--- src/rtl/mlp_inference_engine.sv ---
// Two-layer perceptron engine: H hidden neurons over A/B, one output neuron over hidden/C.
// Serial schedule, one MAC per cycle, one synchronous read port per weight/data memory.
module mlp_inference_engine #(
  parameter int WIDTH          = 8,
  parameter int FRAC_BITS      = 4,
  parameter int M              = 64,
  parameter int N              = 7,
  parameter int H              = 2,
  parameter int HIDDEN_RELU    = 1,
  parameter int A_DEPTH_BITS   = 9,
  parameter int B_DEPTH_BITS   = 4,
  parameter int C_DEPTH_BITS   = 2,
  parameter int RES_DEPTH_BITS = 6
) (
  input  logic                      clk,
  input  logic                      rst,
  input  logic                      Start,
  output logic                      Done,
  output logic                      Busy,
  output logic                      A_read_en,
  output logic [A_DEPTH_BITS-1:0]   A_read_address,
  input  logic [WIDTH-1:0]          A_read_data_out,
  output logic                      B_read_en,
  output logic [B_DEPTH_BITS-1:0]   B_read_address,
  input  logic [WIDTH-1:0]          B_read_data_out,
  output logic                      C_read_en,
  output logic [C_DEPTH_BITS-1:0]   C_read_address,
  input  logic [WIDTH-1:0]          C_read_data_out,
  output logic                      RES_write_en,
  output logic [RES_DEPTH_BITS-1:0] RES_write_address,
  output logic [WIDTH-1:0]          RES_write_data_in
);

  localparam int KMAX  = (N > H) ? N : H;
  localparam int KW    = $clog2(KMAX + 2);
  localparam int JW    = $clog2(H + 1);
  localparam int RW    = $clog2(M + 1);
  localparam int ACC_W = 2 * WIDTH + $clog2(KMAX + 1);
  localparam int MAXV  = 2 ** (WIDTH - 1) - 1;
  localparam int MINV  = -(2 ** (WIDTH - 1));
  localparam logic signed [ACC_W-1:0] SAT_HI = ACC_W'(MAXV);
  localparam logic signed [ACC_W-1:0] SAT_LO = ACC_W'(MINV);

  typedef enum logic [1:0] {S_IDLE, S_HID, S_OUT, S_FIN} state_t;

  state_t state_q, state_d;
  logic [KW-1:0] k_q, k_d;
  logic [JW-1:0] j_q, j_d;
  logic [RW-1:0] r_q, r_d;
  logic          armed_q;

  logic                      a_en_q, a_en_d, b_en_q, b_en_d, c_en_q, c_en_d;
  logic [A_DEPTH_BITS-1:0]   a_addr_q, a_addr_d;
  logic [B_DEPTH_BITS-1:0]   b_addr_q, b_addr_d;
  logic [C_DEPTH_BITS-1:0]   c_addr_q, c_addr_d;
  logic                      done_q, busy_q, res_we_q;
  logic [RES_DEPTH_BITS-1:0] res_addr_q;
  logic [WIDTH-1:0]          res_data_q;

  logic signed [ACC_W-1:0]   acc_q;
  logic signed [WIDTH-1:0]   hid_q [H];

  logic signed [WIDTH-1:0]   wdata, opnd, sat_val, act_val;
  logic signed [2*WIDTH-1:0] prod;
  logic signed [ACC_W-1:0]   bias_ext, sum, shifted;
  logic                      fin_hid, fin_out;

  assign fin_hid = (state_q == S_HID) && (k_q == KW'(N + 1));
  assign fin_out = (state_q == S_OUT) && (k_q == KW'(H + 1));

  // Sequencer next state: neuron phase k, neuron j, row r.
  always_comb begin
    state_d = state_q;
    k_d     = k_q;
    j_d     = j_q;
    r_d     = r_q;
    unique case (state_q)
      S_IDLE: if (Start && armed_q) begin
        state_d = S_HID;
        k_d     = '0;
        j_d     = '0;
        r_d     = '0;
      end
      S_HID: if (fin_hid) begin
        k_d = '0;
        if (j_q == JW'(H - 1)) begin
          state_d = S_OUT;
          j_d     = '0;
        end else begin
          j_d = j_q + JW'(1);
        end
      end else begin
        k_d = k_q + KW'(1);
      end
      S_OUT: if (fin_out) begin
        k_d = '0;
        if (r_q == RW'(M - 1)) begin
          state_d = S_FIN;
        end else begin
          state_d = S_HID;
          r_d     = r_q + RW'(1);
        end
      end else begin
        k_d = k_q + KW'(1);
      end
      default: state_d = S_IDLE;
    endcase
  end

  // Read ports are registered, so they are derived from the upcoming phase; addresses hold when idle.
  always_comb begin
    a_en_d   = 1'b0;
    b_en_d   = 1'b0;
    c_en_d   = 1'b0;
    a_addr_d = a_addr_q;
    b_addr_d = b_addr_q;
    c_addr_d = c_addr_q;
    if (state_d == S_HID && k_d <= KW'(N)) begin
      b_en_d   = 1'b1;
      b_addr_d = B_DEPTH_BITS'(k_d * H + j_d);
      if (k_d != '0) begin
        a_en_d   = 1'b1;
        a_addr_d = A_DEPTH_BITS'(r_d * N + k_d - 1);
      end
    end
    if (state_d == S_OUT && k_d <= KW'(H)) begin
      c_en_d   = 1'b1;
      c_addr_d = C_DEPTH_BITS'(k_d);
    end
  end

  // MAC datapath: operand/weight selection, accumulate, floor shift, saturate, activation.
  always_comb begin
    wdata = (state_q == S_HID) ? B_read_data_out : C_read_data_out;
    opnd  = A_read_data_out;
    if (state_q == S_OUT) begin
      for (int unsigned i = 0; i < H; i++) begin
        if (k_q == KW'(i + 2)) opnd = hid_q[i];
      end
    end
    prod     = opnd * wdata;
    bias_ext = ACC_W'(wdata);
    sum      = acc_q + ACC_W'(prod);
    shifted  = sum >>> FRAC_BITS;
    if (shifted > SAT_HI)      sat_val = WIDTH'(MAXV);
    else if (shifted < SAT_LO) sat_val = WIDTH'(MINV);
    else                       sat_val = shifted[WIDTH-1:0];
    act_val = (HIDDEN_RELU != 0 && sat_val[WIDTH-1]) ? '0 : sat_val;
  end

  // FSM, registered outputs, accumulator and hidden registers.
  always_ff @(posedge clk or posedge rst) begin
    if (rst) begin
      state_q    <= S_IDLE;
      k_q        <= '0;
      j_q        <= '0;
      r_q        <= '0;
      armed_q    <= 1'b0;
      a_en_q     <= 1'b0;
      b_en_q     <= 1'b0;
      c_en_q     <= 1'b0;
      a_addr_q   <= '0;
      b_addr_q   <= '0;
      c_addr_q   <= '0;
      done_q     <= 1'b0;
      busy_q     <= 1'b0;
      res_we_q   <= 1'b0;
      res_addr_q <= '0;
      res_data_q <= '0;
      acc_q      <= '0;
      for (int unsigned i = 0; i < H; i++) hid_q[i] <= '0;
    end else begin
      state_q  <= state_d;
      k_q      <= k_d;
      j_q      <= j_d;
      r_q      <= r_d;
      // Blocks a Start sampled on the first edge after reset release.
      armed_q  <= 1'b1;
      a_en_q   <= a_en_d;
      b_en_q   <= b_en_d;
      c_en_q   <= c_en_d;
      a_addr_q <= a_addr_d;
      b_addr_q <= b_addr_d;
      c_addr_q <= c_addr_d;
      done_q   <= (state_q == S_FIN);
      busy_q   <= (state_d != S_IDLE);
      res_we_q <= fin_out;
      if (fin_out) begin
        res_addr_q <= RES_DEPTH_BITS'(r_q);
        res_data_q <= sat_val;
      end
      if ((state_q == S_HID || state_q == S_OUT) && k_q != '0) begin
        acc_q <= (k_q == KW'(1)) ? (bias_ext <<< FRAC_BITS) : sum;
      end
      if (fin_hid) begin
        for (int unsigned i = 0; i < H; i++) begin
          if (j_q == JW'(i)) hid_q[i] <= act_val;
        end
      end
    end
  end

  assign Done              = done_q;
  assign Busy              = busy_q;
  assign A_read_en         = a_en_q;
  assign A_read_address    = a_addr_q;
  assign B_read_en         = b_en_q;
  assign B_read_address    = b_addr_q;
  assign C_read_en         = c_en_q;
  assign C_read_address    = c_addr_q;
  assign RES_write_en      = res_we_q;
  assign RES_write_address = res_addr_q;
  assign RES_write_data_in = res_data_q;

endmodule

--- config.mk ---
export PLATFORM = sky130hd
export DESIGN_NAME = mlp_inference_engine
export DESIGN_NICKNAME = d
export VERILOG_FILES = /design/src/rtl/mlp_inference_engine.sv
export SDC_FILE = /design/constraint.sdc
export NUM_CORES = 1
export LEC_CHECK = 0
export ABC_CLOCK_PERIOD_IN_PS = 20600
export BUFFER_PORTS_ARGS = -buffer_cell sky130_fd_sc_hd__buf_2
export CELL_PAD_IN_SITES_DETAIL_PLACEMENT = 1
export CELL_PAD_IN_SITES_GLOBAL_PLACEMENT = 1
export CORE_MARGIN = 8
export CORE_UTILIZATION = 42
export CTS_CLUSTER_SIZE = 14
export DETAILED_ROUTE_END_ITERATION = 8
export PLACE_DENSITY = 0.72
export SLEW_MARGIN = 5
export SYNTH_ARGS = -nofsm -noshare
export SYNTH_HDL_FRONTEND = slang
export SYNTH_SLANG_ARGS = --single-unit
--- constraint.sdc ---
create_clock -name clk -period 20.6 [get_ports clk]
set_input_delay 2.06 -clock clk [delete_from_list [all_inputs] [get_ports clk]]
set_output_delay 2.06 -clock clk [all_outputs]
set_load 0.03 [all_outputs]
## Word level (Yosys, flattened, before mapping)

Cells that the tools add are included.

| word-level totals | value |
|---|---|
| flip-flop bits (word level) | 86 |
| output and inout port bits | 35 |
| word-level logic and storage cells | 88 |

| operators by class | value |
|---|---|
| add/subtract/negate cells | 7 |
| multiply operators | 2 |
| magnitude comparators | 4 |
| eq/ne operators | 11 |
| mux-type cells | 30 |
| reductions and logical operators | 15 |

Operator list:

| kind | count |
|---|---|
| $mux W8 | 6 |
| $mux W7 | 4 |
| $add A19 B16 Y19 | 1 |
| $mux W19 | 1 |
| $mul A8 B8 Y16 | 1 |
| $mux W2 | 8 |
| $gt A15 B8 Y1 const B | 1 |
| $lt A15 B8 Y1 const B | 1 |
| $pmux W7 S2 | 1 |
| $mux W4 | 3 |
| $pmux W4 S3 | 1 |
| $add A9 B4 Y9 | 1 |
| $mul A7 B3 Y9 const B | 1 |
| $sub A9 B1 Y9 const B | 1 |
| $eq A4 B2 Y1 const B | 2 |
| $reduce_bool A4 Y1 | 2 |
| $add A7 B1 Y7 const B | 1 |
| $eq A7 B6 Y1 const B | 1 |
| $eq A2 B1 Y1 const B | 3 |
| $eq A2 B2 Y1 const B | 3 |
| $logic_and A1 B1 Y1 | 6 |
| $pmux W2 S3 | 1 |
| $reduce_and A2 Y1 | 3 |
| $add A4 B1 Y4 const B | 1 |
| 11 further kinds | 15 |

## Depth between registers and ports, before layout

| logic depth | value |
|---|---|
| depth after elaboration | 10 |
| mapped depth | 29 |
| mapped depth without buffers | 27 |

## Worst setup path before layout

Ideal clock, no wire load.

| path | value |
|---|---|
| path kind | input to register |
| start point | in B_read_data_out[0] |
| end point | reg res_data_q[0], in the netlist RES_write_data_in[0] |
| setup time | 0.142 ns |
| arrival time | 7.636 ns |
| data required time | 20.458 ns |
| path slack | 12.822 ns |
| stages on the path | 19 |
| path buffers | 1 |
| path through | mux2_2 and2_1 inv_1 fa_1 inv_1 fa_1 fa_1 fa_1 fa_1 ha_1 clkbuf_1 a21o_1 a31oi_1 a21oi_1 o41ai_2 mux2_2 nor4_2 or2b_1 o221ai_1 |

| on the way | value |
|---|---|
| longest elaborated chain between the ends | 6 |
| elaborated cells between the ends (all ways) | 7 |

Ends and longest elaborated chain:

| element | line | source |
|---|---|---|
| start, declared | 25 | `input logic [WIDTH-1:0] B_read_data_out,` |
| $mux W8 * | 134 | `wdata = (state_q == S_HID) ? B_read_data_out : C_read_data_out;` |
| $mul A8 B8 Y16 * | 141 | `prod = opnd * wdata;` |
| $add A19 B16 Y19 * | 143 | `sum = acc_q + ACC_W'(prod);` |
| $lt A15 B8 Y1 | 146 | `else if (shifted < SAT_LO) sat_val = WIDTH'(MINV);` |
| $mux W8 | 146 |  |
| $mux W8 * | 145 | `if (shifted > SAT_HI) sat_val = WIDTH'(MAXV);` |
| end signal, assigned | 190 | `res_data_q <= sat_val;` |
| end, declared | 58 | `logic [WIDTH-1:0] res_data_q;` |

Every way passes the cells marked *; elsewhere a longest branch is shown, timed or not.
A chain may end at the register's enable or synchronous reset.

## Worst setup path in the final report

| path | value |
|---|---|
| start point | in B_read_data_out[7] |
| end point | reg res_data_q[0], in the netlist RES_write_data_in[0] |

Same word-level chain as after synthesis.

==> impl_metrics.py <==
metrics = {
    "worst_setup_path": {
        "r2r-end": "RES_write_data_in[0]",
        "rr_worst_depth": 20,
        "crit_path_frequent_cell": "fa_1",
        "worstSetupStartpointType": "primary input",
        "slowest_stage": "mux2i_1",
        "cp-end-kind": "register",
        "reg2reg_from": "state_q[1]",
        "worst_ep_arrival_time_ns": 8.77,
        "criticalPathCategory": "primary input to register",
        "crit_fanout": 8,
        "cp.required_ns": 20.81,
        "cp_num_buf_inv": 3,
        "r2r_slack_ns": 12.41,
        "max_stage_delay_ns": 0.72,
        "path_cells": "buf_2, mux2i_1, inv_1, nand2_1, fa_1, fa_1, inv_1, fa_1, fa_1, fa_1, ha_1, a21o_1, a31oi_1, a21oi_1, o41ai_2, mux2_2, nor4_2, or2b_1, o221ai_1",
        "startpoint": "B_read_data_out[7]",
        "crit_family": "adder cells",
    },
    "timing": {
        "fmax_ghz": 0.117,
        "slew_headroom_pct": 28.3,
        "fin_crit_ns": 8.56,
        "fin_skew_ns": 0.00694,
        "tightestPinTransition_ns": 1.05,
        "rsz0062_at_grt": "no",
        "fin_crit_sh_pct": 41.6,
        "slew_violations": 0,
        "holdWs_ns": 0.475,
        "setup_viol_count_final": 0,
        "hold_viol_final": 0,
        "tns_ns": 0,
    },
    "clocking": {
        "cts_made_buffers": 9,
        "cts_max_level": 3,
        "cts_tree": "yes",
        "clk_pin_slew_ns": 0.06,
        "cts.sinks": 84,
        "clk_latency_ns": 0.35,
        "cts_setup_buffers": 0,
        "cts-root-buf": "clkbuf_16",
        "postCtsHoldBufs": 0,
        "ctsLongestPathBuffers": 2,
        "post_cts_resize_count": 0,
    },
    "logic_synthesis": {
        "synth.most_common_cell": "inv_1",
        "synth_area_leader_cell": "dfrtp_1",
        "ys_types": 60,
        "synth-seq-area-share_pct": 25.7,
        "synth_warnings": 0,
        "synth_xor_xnor_area_share_pct": 2.68,
        "netlist_area_sq_um": 8170,
        "synth_edf_count": 0,
        "synthArstFlopShare_pct": 100,
        "synthMuxAreaShare_pct": 3.60,
        "synth_top_area_share_pct": 25.7,
        "synth_area_leaders": "dfrtp_1 26%, fa_1 23%, ha_1 11%, inv_1 6.5%, nand2_1 5.0%",
        "synth_nets": 1071,
        "synth_seq_cells": 84,
        "synth_top_family_by_area": "adder cells",
        "synth_fa_ha_area_share_pct": 33.4,
        "synth.top_cells.by_count": "142 x inv_1, 108 x nand2_1, 92 x fa_1",
        "ys.flop_type": "dfrtp_1",
        "synth_compound_area_share_pct": 12.6,
        "synth_simple_gate_area_share_pct": 14.2,
        "syn-instance-count": 881,
        "avgSynthCellArea_sq_um": 9.27,
    },
    "die": {
        "std_cell_rows": 51,
        "core_sq_um": 19300,
        "dieArea_sq_um": 24200,
        "die_w_um": 155,
        "die_h_um": 155,
        "pin_count": 62,
        "initial_utilization_pct": 42.4,
    },
    "detailed_routing": {
        "wl_per_cell_um": 17.8,
        "vias": 6261,
        "routed_wl_mm": 21.4,
        "drc": 0,
        "drt-initial-drc-count": 272,
        "postRouteAntennaNets": 0,
        "firstDrtPassIters": 4,
        "vias_per_cell": 5.20,
    },
    "place": {
        "portBuffers": 61,
        "gp_congestion": 0.871,
        "dp_hpwl_mm": 17.6,
        "post_dp_cell_area_sq_um": 8750,
    },
    "final_layout": {
        "final_net_count": 1125,
        "drive_gt1_share_pct": 12.8,
        "syn_to_final_growth_pct": 10.7,
        "stdcell_area_sq_um": 9040,
        "num_antenna_cells": 0,
        "final_util_pct": 46.9,
    },
    "min_path": {
        "hold_depth": 2,
        "hp-class": "register to register",
        "min_to": "RES_write_address[5]",
        "hp-start": "RES_write_address[5]",
    },
    "status": {
        "outcome": "finished clean",
    },
    "global_routing": {
        "grt_pass1_vias": 6846,
        "grt_usage_pct": 18.8,
        "grt_max_degree": 49,
        "grt_pass1_wl_mm": 35.7,
        "grt_antenna_before_repair": 0,
        "grt_overflow_total": 0,
    },
    "job": {
        "max_cap_viol_count": 0,
    },
}
[worst min-delay path, delay by kind of cell, from the launching register on]
family | cells | cell delay, ns
flops | 1 | 0.34
simple gates | 2 | 0.10
[metal layers]
| metal | wire length [um] | global-route usage [%] | up-vias | part of all wire (%) |
|---|---|---|---|---|
| met4 | 430 | 5.41 | 0 | 2.0 |
| li1 | - | - | 2960 | - |
| met3 | 820 | 3.38 | 29 | 3.8 |
| met2 | 10600 | 32.1 | 101 | 50 |
| met5 | 0 | 0 | - | 0 |
| met1 | 9560 | 23.8 | 3171 | 45 |
[how the worst max path moves through the flow]
stage,to,slack [ns],cells past startpoint
after floorplan,RES_write_data_in[0],12.82,19
after global placement,RES_write_data_in[0],11.98,19
after detailed placement,RES_write_data_in[0],11.75,19
after CTS,RES_write_data_in[0],12.08,19
after global routing,RES_write_data_in[1],11.76,19
final,RES_write_data_in[0],12.04,19
[logic make-up after synthesis]
group,Yosys count
AO/OA/AOI/OAI,161
XOR/XNOR,25
adder cells (fa/ha/maj),163
buffers and inverters,166
flip-flops,84
multiplexers,27
other,1
AND/OR/NAND/NOR,254
[sequential cells by signal, summed over array words and instances, names as in the netlist]
register           count
hid_q                 14
RES_write_en           1
j_q                    2
A_read_en              1
RES_write_data_in      8
r_q                    7
state_q                2
armed_q                1
RES_write_address      6
C_read_address         2
acc_q                 19
k_q                    4
A_read_address         9
B_read_en              1
B_read_address         4
Done                   1
C_read_en              1
Busy                   1
[cells in the final DEF, fill, tap and decap left out, types with 3 or more instances in the layout]
cell type / n
nor2_1: 74
o22a_1: 5
or2_2: 9
inv_1: 141
nor2b_1: 13
or3_1: 7
fa_1: 92
a21oi_1: 37
buf_4: 5
nand3_1: 8
o21a_1: 5
xnor2_1: 19
nor3_1: 5
mux2_2: 19
a32oi_1: 5
clkinvlp_4: 3
o22ai_1: 11
nand2_1: 108
o21ai_0: 47
mux2i_1: 8
a21o_1: 15
xor2_1: 6
and2_1: 6
clkbuf_16: 9
dfrtp_1: 84
o221ai_1: 3
nand2b_1: 8
buf_2: 61
ha_1: 71
a211oi_1: 12
[cell type report]
cell class | count | area [sq um]
Clock inverter | 5 | 36.3
Timing Repair Buffer | 66 | 343
Inverter | 143 | 538
Sequential cell | 84 | 2100
Multi-Input combinational cell | 631 | 5440
Tap cell | 265 | 332
Clock buffer | 11 | 253
Fill cell | 2267 | 10200
[per-stage QoR]
stage | cells | setup WS (ns)
floorplan | 881 | 12.82
global placement | 1189 | 11.98
detailed placement | 1189 | 11.75
CTS | 1205 | 12.08
global route | 1205 | 11.76
finish | 1205 | 12.04
Power is not shown: default switching activity piles up to over one toggle a cycle in this logic, so the estimate is an artifact.
